File: config.mk
export PLATFORM = sky130hd
export DESIGN_NAME = sram_load_decode_sequencer
export DESIGN_NICKNAME = d
export VERILOG_FILES = /design/src/rtl/sram_load_decode_sequencer_pkg.sv /design/src/rtl/uart_idle_timer.sv /design/src/rtl/sram_load_decode_sequencer.sv
export SDC_FILE = /design/constraint.sdc
export NUM_CORES = 1
export LEC_CHECK = 0
export ABC_AREA = 1
export ABC_CLOCK_PERIOD_IN_PS = 2750
export BUFFER_PORTS_ARGS = -buffer_cell sky130_fd_sc_hd__buf_4
export CAP_MARGIN = 20
export CORE_MARGIN = 5
export CORE_UTILIZATION = 40
export DETAILED_ROUTE_END_ITERATION = 7
export PLACE_DENSITY_LB_ADDON = 0.05
export SYNTH_ARGS = -nofsm -noshare
export SYNTH_HDL_FRONTEND = slang
export SYNTH_SLANG_ARGS = --single-unit
File: constraint.sdc
create_clock -name CLOCK_50_I -period 2.75 [get_ports CLOCK_50_I]
set_input_delay 0.275 -clock CLOCK_50_I [delete_from_list [all_inputs] [get_ports CLOCK_50_I]]
set_output_delay 0.275 -clock CLOCK_50_I [all_outputs]
set_load 0.05 [all_outputs]
File: src/rtl/sram_load_decode_sequencer_pkg.sv
// Shared state encoding and client-index helpers for the SRAM load/decode sequencer.
package define_state;

  localparam int unsigned MAX_CLIENTS = 4;
  localparam int unsigned IDX_W       = 2;

  // 3-bit encoding is driven straight onto the status LEDs
  typedef enum logic [2:0] {
    S_IDLE     = 3'd0,
    S_UART_EN  = 3'd1,
    S_UART_RX  = 3'd2,
    S_CL_START = 3'd3,
    S_CL_RUN   = 3'd4
  } top_state_type;

  function automatic logic [MAX_CLIENTS-1:0] client_onehot(input logic [IDX_W-1:0] idx);
    client_onehot = MAX_CLIENTS'(1) << idx;
  endfunction

endpackage

File: src/rtl/uart_idle_timer.sv
// Saturating idle counter; expired is high while the count sits at LIMIT-1.
module uart_idle_timer #(
  parameter int unsigned WIDTH = 26,
  parameter int unsigned LIMIT = 50000000
) (
  input  logic CLOCK_50_I,
  input  logic resetn,
  input  logic clear,
  output logic expired
);

  localparam logic [WIDTH-1:0] LAST = WIDTH'(LIMIT - 1);

  logic [WIDTH-1:0] r_count;
  logic [WIDTH-1:0] w_next;

  // Hold at LAST instead of wrapping so a long idle never looks like fresh activity
  always_comb begin
    w_next = r_count;
    if (clear)
      w_next = '0;
    else if (r_count != LAST)
      w_next = r_count + WIDTH'(1);
  end

  always_ff @(posedge CLOCK_50_I or negedge resetn) begin
    if (!resetn) begin
      r_count <= '0;
      expired <= 1'b0;
    end else begin
      r_count <= w_next;
      expired <= (w_next == LAST);
    end
  end

endmodule

File: src/rtl/sram_load_decode_sequencer.sv
// Sequences a UART SRAM load followed by in-order decode clients, arbitrating SRAM ownership.
module sram_load_decode_sequencer
  import define_state::*;
#(
  parameter int unsigned ADDR_W         = 18,
  parameter int unsigned DATA_W         = 16,
  parameter int unsigned NUM_CLIENTS    = 3,
  parameter int unsigned TIMEOUT_CYCLES = 50000000,
  parameter int unsigned CLIENT_WDOG    = 2**24
) (
  input  logic                          CLOCK_50_I,
  input  logic                          resetn,
  input  logic                          load_req,
  input  logic                          uart_rx_n,
  input  logic                          decode_req,
  input  logic [ADDR_W-1:0]             uart_addr,
  input  logic [DATA_W-1:0]             uart_wdata,
  input  logic                          uart_we_n,
  output logic                          uart_init,
  output logic                          uart_enable,
  input  logic [ADDR_W-1:0]             vga_addr,
  output logic                          vga_enable,
  output logic [NUM_CLIENTS-1:0]        cl_start,
  input  logic [NUM_CLIENTS-1:0]        cl_done,
  input  logic [NUM_CLIENTS*ADDR_W-1:0] cl_addr,
  input  logic [NUM_CLIENTS*DATA_W-1:0] cl_wdata,
  input  logic [NUM_CLIENTS-1:0]        cl_we_n,
  output logic [ADDR_W-1:0]             sram_addr,
  output logic [DATA_W-1:0]             sram_wdata,
  output logic                          sram_we_n,
  output logic [2:0]                    state,
  output logic [1:0]                    active_client,
  output logic                          wdog_error
);

  localparam int unsigned TIMER_W = (TIMEOUT_CYCLES > 2) ? $clog2(TIMEOUT_CYCLES) : 1;
  localparam int unsigned WDOG_W  = (CLIENT_WDOG > 2) ? $clog2(CLIENT_WDOG) : 1;
  localparam logic [WDOG_W-1:0] WDOG_LAST = WDOG_W'(CLIENT_WDOG - 1);
  localparam logic [IDX_W-1:0]  IDX_LAST  = IDX_W'(NUM_CLIENTS - 1);

  top_state_type           r_state;
  logic [IDX_W-1:0]        r_idx;
  logic [WDOG_W-1:0]       r_wdog;
  logic                    w_expired;
  logic [MAX_CLIENTS-1:0]  w_onehot;
  logic [MAX_CLIENTS-1:0]  w_done_pad;
  logic [MAX_CLIENTS-1:0]  w_we_n_pad;
  logic [ADDR_W-1:0]       w_cl_addr_a  [MAX_CLIENTS];
  logic [DATA_W-1:0]       w_cl_wdata_a [MAX_CLIENTS];

  // Pad client buses to MAX_CLIENTS so idx can select without out-of-range slices
  for (genvar g = 0; g < MAX_CLIENTS; g++) begin : g_pad
    if (g < NUM_CLIENTS) begin : g_real
      assign w_done_pad[g]   = cl_done[g];
      assign w_we_n_pad[g]   = cl_we_n[g];
      assign w_cl_addr_a[g]  = cl_addr[g*ADDR_W +: ADDR_W];
      assign w_cl_wdata_a[g] = cl_wdata[g*DATA_W +: DATA_W];
    end else begin : g_absent
      assign w_done_pad[g]   = 1'b0;
      assign w_we_n_pad[g]   = 1'b1;
      assign w_cl_addr_a[g]  = '0;
      assign w_cl_wdata_a[g] = '0;
    end
  end

  assign w_onehot      = client_onehot(r_idx);
  assign state         = r_state;
  assign active_client = r_idx;

  uart_idle_timer #(
    .WIDTH (TIMER_W),
    .LIMIT (TIMEOUT_CYCLES)
  ) u_idle_timer (
    .CLOCK_50_I (CLOCK_50_I),
    .resetn     (resetn),
    .clear      (uart_init | ~uart_we_n),
    .expired    (w_expired)
  );

  always_ff @(posedge CLOCK_50_I or negedge resetn) begin
    if (!resetn) begin
      r_state     <= S_IDLE;
      r_idx       <= '0;
      r_wdog      <= '0;
      uart_init   <= 1'b0;
      uart_enable <= 1'b0;
      vga_enable  <= 1'b1;
      cl_start    <= '0;
      wdog_error  <= 1'b0;
    end else begin
      uart_init   <= 1'b0;
      uart_enable <= 1'b0;
      cl_start    <= '0;
      case (r_state)
        S_IDLE: begin
          if (!uart_rx_n || load_req) begin
            uart_init  <= 1'b1;
            vga_enable <= 1'b0;
            r_state    <= S_UART_EN;
          end else if (decode_req) begin
            vga_enable <= 1'b0;
            r_idx      <= '0;
            r_state    <= S_CL_START;
          end
        end
        S_UART_EN: begin
          uart_enable <= 1'b1;
          r_state     <= S_UART_RX;
        end
        S_UART_RX: begin
          // An empty load (address still 0) keeps waiting for data
          if (w_expired && (uart_addr != '0)) begin
            uart_init <= 1'b1;
            r_idx     <= '0;
            r_state   <= S_CL_START;
          end
        end
        S_CL_START: begin
          cl_start <= w_onehot[NUM_CLIENTS-1:0];
          r_wdog   <= '0;
          r_state  <= S_CL_RUN;
        end
        S_CL_RUN: begin
          if (w_done_pad[r_idx]) begin
            if (r_idx == IDX_LAST) begin
              vga_enable <= 1'b1;
              r_state    <= S_IDLE;
            end else begin
              r_idx   <= r_idx + IDX_W'(1);
              r_state <= S_CL_START;
            end
          end else if (r_wdog == WDOG_LAST) begin
            wdog_error <= 1'b1;
            vga_enable <= 1'b1;
            r_state    <= S_IDLE;
          end else begin
            r_wdog <= r_wdog + WDOG_W'(1);
          end
        end
        default: r_state <= S_IDLE;
      endcase
    end
  end

  // SRAM ownership: UART while loading, active client while decoding, VGA otherwise
  always_comb begin
    sram_addr  = vga_addr;
    sram_wdata = uart_wdata;
    sram_we_n  = 1'b1;
    case (r_state)
      S_UART_EN, S_UART_RX: begin
        sram_addr = uart_addr;
        sram_we_n = uart_we_n;
      end
      S_CL_RUN: begin
        sram_addr  = w_cl_addr_a[r_idx];
        sram_wdata = w_cl_wdata_a[r_idx];
        sram_we_n  = w_we_n_pad[r_idx];
      end
      default: ;
    endcase
    if (!resetn)
      sram_we_n = 1'b1;
  end

endmodule
==> results.yml, run 1 <==
timing:
  finalHoldViolCount: 0
  fmax_mhz: 417
  slew_headroom: 0.587
  tightest_slew_ps: 619
  period_share: 0.873
  final.setup.tns_ps: 0
  slew_viol_final: 0
  period_minus_slack_ps: 2400
  rsz0062_at_grt: "false"
  skew_ps: 8.63
  setup_viol: 0
power:
  power_uw: 5780
  peakVddDrop_uv: 406
  combPwrFrac: 0.615
  p_int_uw: 2810
  switching_power_uw: 2970
  p_per_area_nw_per_um2: 792
  p_clk_frac: 0.199
  leakage_uw: 0.00343
  switching_share: 0.514
  p_seq_frac: 0.186
synthesis:
  postSynthCellCount: 837
  async_reset_ff_frac: 1.00
  synth_nets: 1008
  synth_edf_count: 0
  synth_cell_types: 48
  synth-seq-area-share: 0.303
  yosys.area.top_type_share: 0.298
  syn_area_per_cell_um2: 6.23
  yosysMostFrequentCell: "nand2_1"
  syn_area_um2: 5210
  ys.flop_type: "dfrtp_1"
  yosysWarnings: 0
  yosys-top-cells-count: "nand2_1 (175), nor2_1 (168), inv_1 (81)"
  ys_top_cells_by_area: "dfrtp_1 (30%), nand2_1 (13%), nor2_1 (12%)"
  synth_top_area_cell: "dfrtp_1"
  synth-seq-cells: 63
global_route:
  grt_max_degree: 49
  antenna_found_initial: 0
  grt_pass1_vias: 5726
  grt_pass1_wl_mm: 30.3
  grt_usage: 0.255
  grt_overflow_total: 0
placed_design:
  io_buffers: 212
  dp_hpwl_mm: 16.1
  gp_congestion: 0.896
die:
  core_area_um2: 12700
  dieArea_um2: 15400
  std_cell_rows: 41
  die_w_um: 124
  die_h_um: 124
  pin_count: 213
  start_util: 0.410
cts:
  cts_root_buffer: "clkbuf_16"
  post_cts_buffers: 0
  ctsHtreeMaxLevel: 3
  clock-sinks: 63
  cts_made_buffers: 9
  path_clk_slew_ps: 60
  cts_tree: "built"
  cts_buffer_depth: 2
  clk-insertion-delay-late_ps: 340
critical_path:
  crit_path_top_delay_cell: "dfrtp_1"
  end_kind: "primary output"
  required_ps: 2480
  path_cells: "nor2_1 > inv_1 > nor2_1 > or2_4 > clkinv_1 > buf_4 > o211ai_1 > buf_4"
  max_stage_delay_ps: 440
  cp_top_family: "buffers and inverters"
  path_class: "reg2out"
  cp_max_fo: 26
  start_kind: "flop"
  worstPathArrival_ps: 2120
  cp.buffers_inverters: 4
drt:
  drt-initial-drc-count: 452
  drt_pre_antenna_iters: 5
  routedWlPerCell_um: 16.3
  finalWirelength_mm: 19.9
  vias: 6127
  postRouteAntennaNets: 0
  drc: 0
  vias_per_cell: 5.02
outcome:
  status: "finished, final reports clean"
final_layout:
  register_area_um2: 1580
  fin_nets: 1214
  utilization: 0.574
  diodes: 0
  area_growth_syn_to_layout_pct: 40.2
  drive_gt1_frac: 0.274
  multi_input_area_um2: 3160
  fillers: 1341
flow_run:
  max_cap_viol_count: 0
hold_path:
  hp-class: "in2async"
-- cells by family (layout without fill, tap and decap cells) --
logic type / Yosys count / in the layout / synth area share
flops: 63 / 63 / 0.303
compound gates: 148 / 148 / 0.155
buf+inv: 121 / 332 / 0.0934
fa+ha+maj: 5 / 5 / 0.0120
simple gates: 490 / 490 / 0.420
xor+xnor: 10 / 10 / 0.0168
-- power by group through the flow --
stage / registers [uW] / clock network, uW / logic (uW)
5_1_grt: 1090 / 1200 / 3820
2_1_floorplan: 1280 / 0 / 2220
3_5_place_dp: 1090 / 0 / 3550
6_report: 1080 / 1150 / 3560
3_3_place_gp: 1090 / 0 / 3560
4_1_cts: 1080 / 1160 / 3560
-- final timing paths --
kind | cells past startpoint | end | startpoint | slack (ps)
min in group CLOCK_50_I | 4 | state[1] | load_req | 340
setup reg to reg | 12 | r_wdog[16] | r_wdog[0] | 460
setup / recovery | 8 | sram_addr[5] | state[2] | 350
hold / removal | 2 | r_wdog[4] | resetn | 340
hold reg to reg | 2 | vga_enable | vga_enable | 480
max in group asynchronous | 3 | u_idle_timer.r_count[19] | resetn | 1520
-- layout by cell type (no fill, tap or decap), drive strengths merged --
master | synthesis | final
and3 | 2 | 2
o2111ai | 1 | 1
dfrtp | 62 | 62
o21ai | 73 | 73
nand3 | 65 | 65
a22oi | 1 | 1
nand3b | 3 | 3
dlygate4sd3 | 0 | 1
ha | 5 | 5
inv | 82 | 82
nand2 | 187 | 187
o31ai | 7 | 7
buf | 17 | 230
xnor2 | 3 | 3
o311ai | 1 | 1
a41o | 1 | 1
nor3 | 22 | 22
clkinvlp | 0 | 2
xor2 | 7 | 7
a21oi | 53 | 53
nor3b | 4 | 4
or2 | 5 | 5
o211ai | 8 | 8
nand4 | 18 | 18
nor2 | 177 | 177
and2 | 3 | 3
clkbuf | 19 | 10
dfstp | 1 | 1
bufinv | 0 | 1
nor4 | 4 | 4
a31oi | 2 | 2
clkinv | 3 | 6
o21bai | 1 | 1
-- per-layer routing --
layer	wire length, um	vias to the layer above	GRT usage	part of all wire
met1	8460	2764	0.331	0.43
met4	289	0	0.0630	0.015
li1	-	3150	-	-
met5	0	-	0	0
met3	1470	20	0.0718	0.074
met2	9680	193	0.421	0.49
-- metrics by stage --
stage / hold slack (ps) / cell area [um2] / worst slack, ps / cells
4_1_cts: 337 / 7300 / 244 / 1220
3_5_place_dp: 153 / 6990 / 503 / 1203
5_1_grt: 373 / 7310 / 89.3 / 1220
3_3_place_gp: 147 / 6990 / 579 / 1203
2_1_floorplan: -20.6 / 5210 / 142 / 837
6_report: 336 / 7310 / 351 / 1220
-- state kept, by name, summed over array words and instances (netlist names) --
signal and flops:
cl_start 3, state 3, u_idle_timer.r_count 26, wdog_error 1
vga_enable 1, r_wdog 24, active_client 2, u_idle_timer.expired 1
uart_enable 1, uart_init 1
-- area by class of cell --
type | count | area share
clock buffer | 10 | 0.0327
clock inverter | 6 | 0.00822
inverter | 85 | 0.0438
multi-input combinational | 653 | 0.432
sequential | 63 | 0.216
tap | 172 | 0.0295
timing repair buffer | 231 | 0.238
-- worst reg2reg max path, delay by kind of cell, from the launching register on --
| kind | cells | cell delay, ps |
|---|---|---|
| AND/OR/NAND/NOR | 7 | 930 |
| AO/OA/AOI/OAI | 1 | 70 |
| adder cells (fa/ha/maj) | 1 | 260 |
| buffers and inverters | 3 | 520 |
| flip-flops | 1 | 410 |
-- timing repair --
| action | in CTS | in global routing |
|---|---|---|
| hold endpoints to repair | 15 | 0 |
| setup endpoints to repair | 0 | 4 |
| hold buffers | 1 | 0 |
| gates resized for setup | 0 | 1 |
No activity file was read; power rests on OpenSTA's default activity.
==> run 2: changes to the inputs <==
SYNTH_HIERARCHICAL = 1   (was unset)
==> results.yml, run 2 <==
drt:
  drc: 0
  routedWlPerCell_um: 15.6
  vias: 6416
  finalWirelength_mm: 19.9
  vias_per_cell: 5.04
  postRouteAntennaNets: 0
  drt-initial-drc-count: 379
  drt_pre_antenna_iters: 5
final_layout:
  reg_top3: "u_idle_timer/r_count x26, r_wdog x24"
  final_common_cell: "nand2_1"
  fillers: 1348
  largest_register_ffs: 26
  area_growth_syn_to_layout_pct: 38.7
  drive_gt1_frac: 0.261
  utilization: 0.565
  diodes: 0
  top_register: "u_idle_timer/r_count"
  fin_cells: 1274
  final_cell_mix: "nand2_1 (256), buf_4 (227), nor2_1 (160), nand3_1 (99), inv_1 (73)"
  fin_nets: 1264
critical_path:
  start_kind: "flop"
  end_kind: "primary output"
  cp_max_fo: 22
  worstPathArrival_ps: 2190
  required_ps: 2480
  path_class: "reg2out"
timing:
  slew_viol_final: 0
  tightest_slew_ps: 794
  skew_ps: 4.68
  setup_viol: 0
  period_share: 0.897
  final.setup.tns_ps: 0
  period_minus_slack_ps: 2470
  hold_slack_ps: 115
  rsz0062_at_grt: "false"
  fmax_mhz: 405
  finalHoldViolCount: 0
  slew_headroom: 0.471
power:
  p_seq_frac: 0.195
  p_int_uw: 2810
  p_per_area_nw_per_um2: 739
  peakVddDrop_uv: 345
  leakage_uw: 0.00365
  p_clk_frac: 0.225
  switching_share: 0.492
  switching_power_uw: 2720
  combPwrFrac: 0.580
cts:
  clk-insertion-delay-late_ps: 340
  clock-sinks: 63
  cts_resized: 0
  cts_buffer_depth: 2
  cts_tree: "built"
  hold_buffers: 0
  ctsHtreeMaxLevel: 3
  post_cts_buffers: 0
  cts_made_buffers: 9
  cts_root_buffer: "clkbuf_16"
  path_clk_slew_ps: 50
die:
  dieArea_um2: 15900
  pin_count: 213
  start_util: 0.407
  core_area_um2: 13200
  die_w_um: 126
  die_h_um: 126
  std_cell_rows: 42
synthesis:
  synth-seq-cells: 63
  syn_area_per_cell_um2: 6.07
  syn_area_um2: 5390
  synth_cell_types: 35
  ys.flop_type: "dfrtp_1"
  postSynthCellCount: 888
  yosysWarnings: 6
  async_reset_ff_frac: 1.00
  synth_top_area_cell: "dfrtp_1"
  yosys.area.top_type_share: 0.288
  yosys-top-cells-count: "nand2_1 (256), nor2_1 (160), nand3_1 (99)"
  ys_top_cells_by_area: "dfrtp_1 (29%), nand2_1 (18%), nor2_1 (11%)"
  synth_edf_count: 0
  synth-seq-area-share: 0.293
  yosysMostFrequentCell: "nand2_1"
  synth_nets: 1059
global_route:
  antenna_found_initial: 0
  grt_pass1_wl_mm: 31.7
  met2_usage: 0.399
  use_met3: 0.0474
  grt_overflow_total: 0
  met1_usage: 0.318
  grt_max_degree: 64
  grt_usage: 0.244
  grt_busiest_layer: "met2"
  grt_pass1_vias: 6004
placed_design:
  gp_congestion: 0.970
  dp_hpwl_mm: 15.5
  dp_cells: 1258
  io_buffers: 212
flow_run:
  max_cap_viol_count: 0
outcome:
  status: "finished, final reports clean"
hold_path:
  hp-class: "in2async"
-- run 2: changes by cell type in the layout (fill, tap and decap cells not counted), moves of 8 or more --
cell | previous run | this run
nor3_1 | 16 | 4
nand2_1 | 175 | 256
a21oi_1 | 52 | 41
nand3_1 | 64 | 99
inv_1 | 81 | 73
o21ai_0 | 70 | 61
nor2_2 | 4 | 12
-- run 2: layout make-up --
class	instances	area, um2	share of cell area
clock buffer	13	260	0.0348
clock inverter	3	65.1	0.00870
inverter	78	294	0.0393
multi-input combinational	714	3360	0.449
sequential	63	1580	0.211
tap	176	220	0.0294
timing repair buffer	227	1700	0.228
-- run 2: cell families (layout without fill, tap and decap cells) --
logic type / count (synthesis) / in the layout / share of synthesized area
AOI/OAI and AO/OA: 124 / 124 / 0.125
xor gates and xnor gates: 17 / 17 / 0.0276
adders and majority gates: 5 / 5 / 0.0116
buffers and inverters: 111 / 321 / 0.0847
DFF: 63 / 63 / 0.293
and+or+nand+nor: 568 / 568 / 0.459
-- run 2: metrics by stage --
step                instance area, um2  setup WS [ps]  power [uW]
floorplan                         5390           74.8        3290
CTS                               7480            281        5560
global placement                  7150            670        4300
finish                            7480            284        5520
global route                      7480           82.1        5850
detailed placement                7150            650        4300
-- run 2: worst max-delay path: stages (launching register included) --
cell	delay (ps)
dfrtp_1	410
inv_1	130
nand3_1	150
nand2_1	90
inv_1	480
buf_4	240
nand3_1	70
nand3_1	80
buf_4	200
-- run 2: per-layer routing --
| metal | share of wire | vias up |
|---|---|---|
| li1 | - | 3259 |
| met1 | 0.43 | 2905 |
| met2 | 0.47 | 213 |
| met3 | 0.064 | 39 |
| met4 | 0.034 | 0 |
| met5 | 0 | - |
-- run 2: path summary, 6_finish.rpt --
kind	start	end	slack, ps	cells past startpoint
max in group asynchronous	resetn	u_idle_timer/r_count[3]	2100	2
min in group CLOCK_50_I	load_req	uart_init	300	3
min reg2reg	vga_enable	vga_enable	460	2
max reg2reg	r_wdog[0]	r_wdog[10]	680	9
max	state[2]	sram_addr[7]	280	8
min	resetn	u_idle_timer/r_count[4]	120	2
-- run 2: power groups by stage --
stage	logic, uW	clock network [uW]	registers [uW]
after floorplan	2020	0	1270
after global placement	3210	0	1090
after detailed placement	3210	0	1090
after CTS	3220	1270	1070
after global routing	3460	1310	1080
final	3210	1240	1080
==> run 3: changes to the inputs <==
CTS_BUF_LIST = sky130_fd_sc_hd__clkbuf_8   (was unset)
==> results.yml, run 3 (synthesized netlist as in run 2, its figures left out) <==
drt:
  drc: 0
  vias: 6359
  postRouteAntennaNets: 0
  drt_pre_antenna_iters: 5
  drt-initial-drc-count: 391
  finalWirelength_mm: 19.9
  routedWlPerCell_um: 15.6
  vias_per_cell: 4.99
cts:
  cts_buffer_depth: 2
  ctsHtreeMaxLevel: 3
  path_clk_slew_ps: 70
  clk-insertion-delay-late_ps: 350
  cts_tree: "built"
  hold_buffers: 0
  cts_made_buffers: 9
  post_cts_buffers: 0
  cts_resized: 0
  cts_root_buffer: "clkbuf_8"
  clock-sinks: 63
power:
  leakage_uw: 0.00361
  p_per_area_nw_per_um2: 705
  peakVddDrop_uv: 324
timing:
  rsz0062_at_grt: "false"
  skew_ps: 7.57
  hold_slack_ps: 111
  setup_viol: 0
  slew_viol_final: 0
  period_share: 0.899
  fmax_mhz: 404
  finalHoldViolCount: 0
  worst_slack_ps: 276
  final.setup.tns_ps: 0
  period_minus_slack_ps: 2470
  tightest_slew_ps: 794
  slew_headroom: 0.471
final_layout:
  multi_input_area_um2: 3360
  fillers: 1351
  top_register: "u_idle_timer/r_count"
  drive_gt1_frac: 0.261
  final_cell_mix: "nand2_1 (256), buf_4 (227), nor2_1 (160), nand3_1 (99), inv_1 (75)"
  register_area_um2: 1580
  fin_nets: 1264
  fin_cells: 1274
  final_common_cell: "nand2_1"
  reg_top3: "u_idle_timer/r_count x26, r_wdog x24"
  area_growth_syn_to_layout_pct: 36.8
  diodes: 0
  largest_register_ffs: 26
critical_path:
  end_kind: "primary output"
  worstPathArrival_ps: 2200
  start_kind: "flop"
  cp_max_fo: 22
  path_class: "reg2out"
  required_ps: 2480
placed_design:
  io_buffers: 212
  dp_cells: 1258
  dp_hpwl_mm: 15.5
  place_ws_ps: 650
  gp_congestion: 0.970
die:
  pin_count: 213
  start_util: 0.407
  std_cell_rows: 42
  die_h_um: 126
  core_area_um2: 13200
  dieArea_um2: 15900
  die_w_um: 126
flow_run:
  max_cap_viol_count: 0
global_route:
  antenna_found_initial: 0
  grt_overflow_total: 0
  grt_pass1_vias: 5965
  grt_max_degree: 64
  grt_pass1_wl_mm: 31.6
  grt_usage: 0.242
outcome:
  status: "finished, final reports clean"
hold_path:
  hp-class: "in2async"
## run 3: worst max-delay path: stages, from the launching register on
cell     delay [ps]
dfrtp_1         410
inv_1           120
nand3_1         150
nand2_1          90
inv_1           490
buf_4           240
nand3_1          70
nand3_1          80
buf_4           200
## run 3: final timing paths
| path | start | end | slack, ps | cells after the start |
|---|---|---|---|---|
| max | state[2] | sram_addr[7] | 280 | 8 |
| min | resetn | u_idle_timer/r_count[6] | 110 | 2 |
| max reg2reg | r_wdog[0] | r_wdog[19] | 680 | 9 |
| min reg2reg | vga_enable | vga_enable | 470 | 2 |
| max in group asynchronous | resetn | u_idle_timer/r_count[3] | 2110 | 2 |
| min in group CLOCK_50_I | load_req | uart_init | 300 | 3 |
## run 3: stage by stage
step	util	total power, uW	area, um2
6_report	0.557	5200	7380
5_1_grt	0.557	5510	7380
4_1_cts	0.557	5230	7380
3_5_place_dp	0.540	4300	7150
3_3_place_gp	0.540	4300	7150
2_1_floorplan	-	3290	5390
## run 3: where the power goes
part,switching [uW],internal [uW],total [uW]
combinational,2250,959,3210
sequential,68.4,1000,1070
clock,361,552,913
## run 3: per-layer routing
layer | vias to the layer above | share of wire | global-route usage
li1 | 3256 | - | -
met1 | 2863 | 0.44 | 0.320
met5 | - | 0 | 0
met4 | 0 | 0.031 | 0.0965
met3 | 34 | 0.059 | 0.0398
met2 | 206 | 0.47 | 0.397
## run 3: area by class of cell
type | instances | area share
clock buffer | 11 | 0.0205
timing repair buffer | 227 | 0.231
tap | 176 | 0.0298
sequential | 63 | 0.214
clock inverter | 5 | 0.00984
multi-input combinational | 714 | 0.455
inverter | 78 | 0.0399
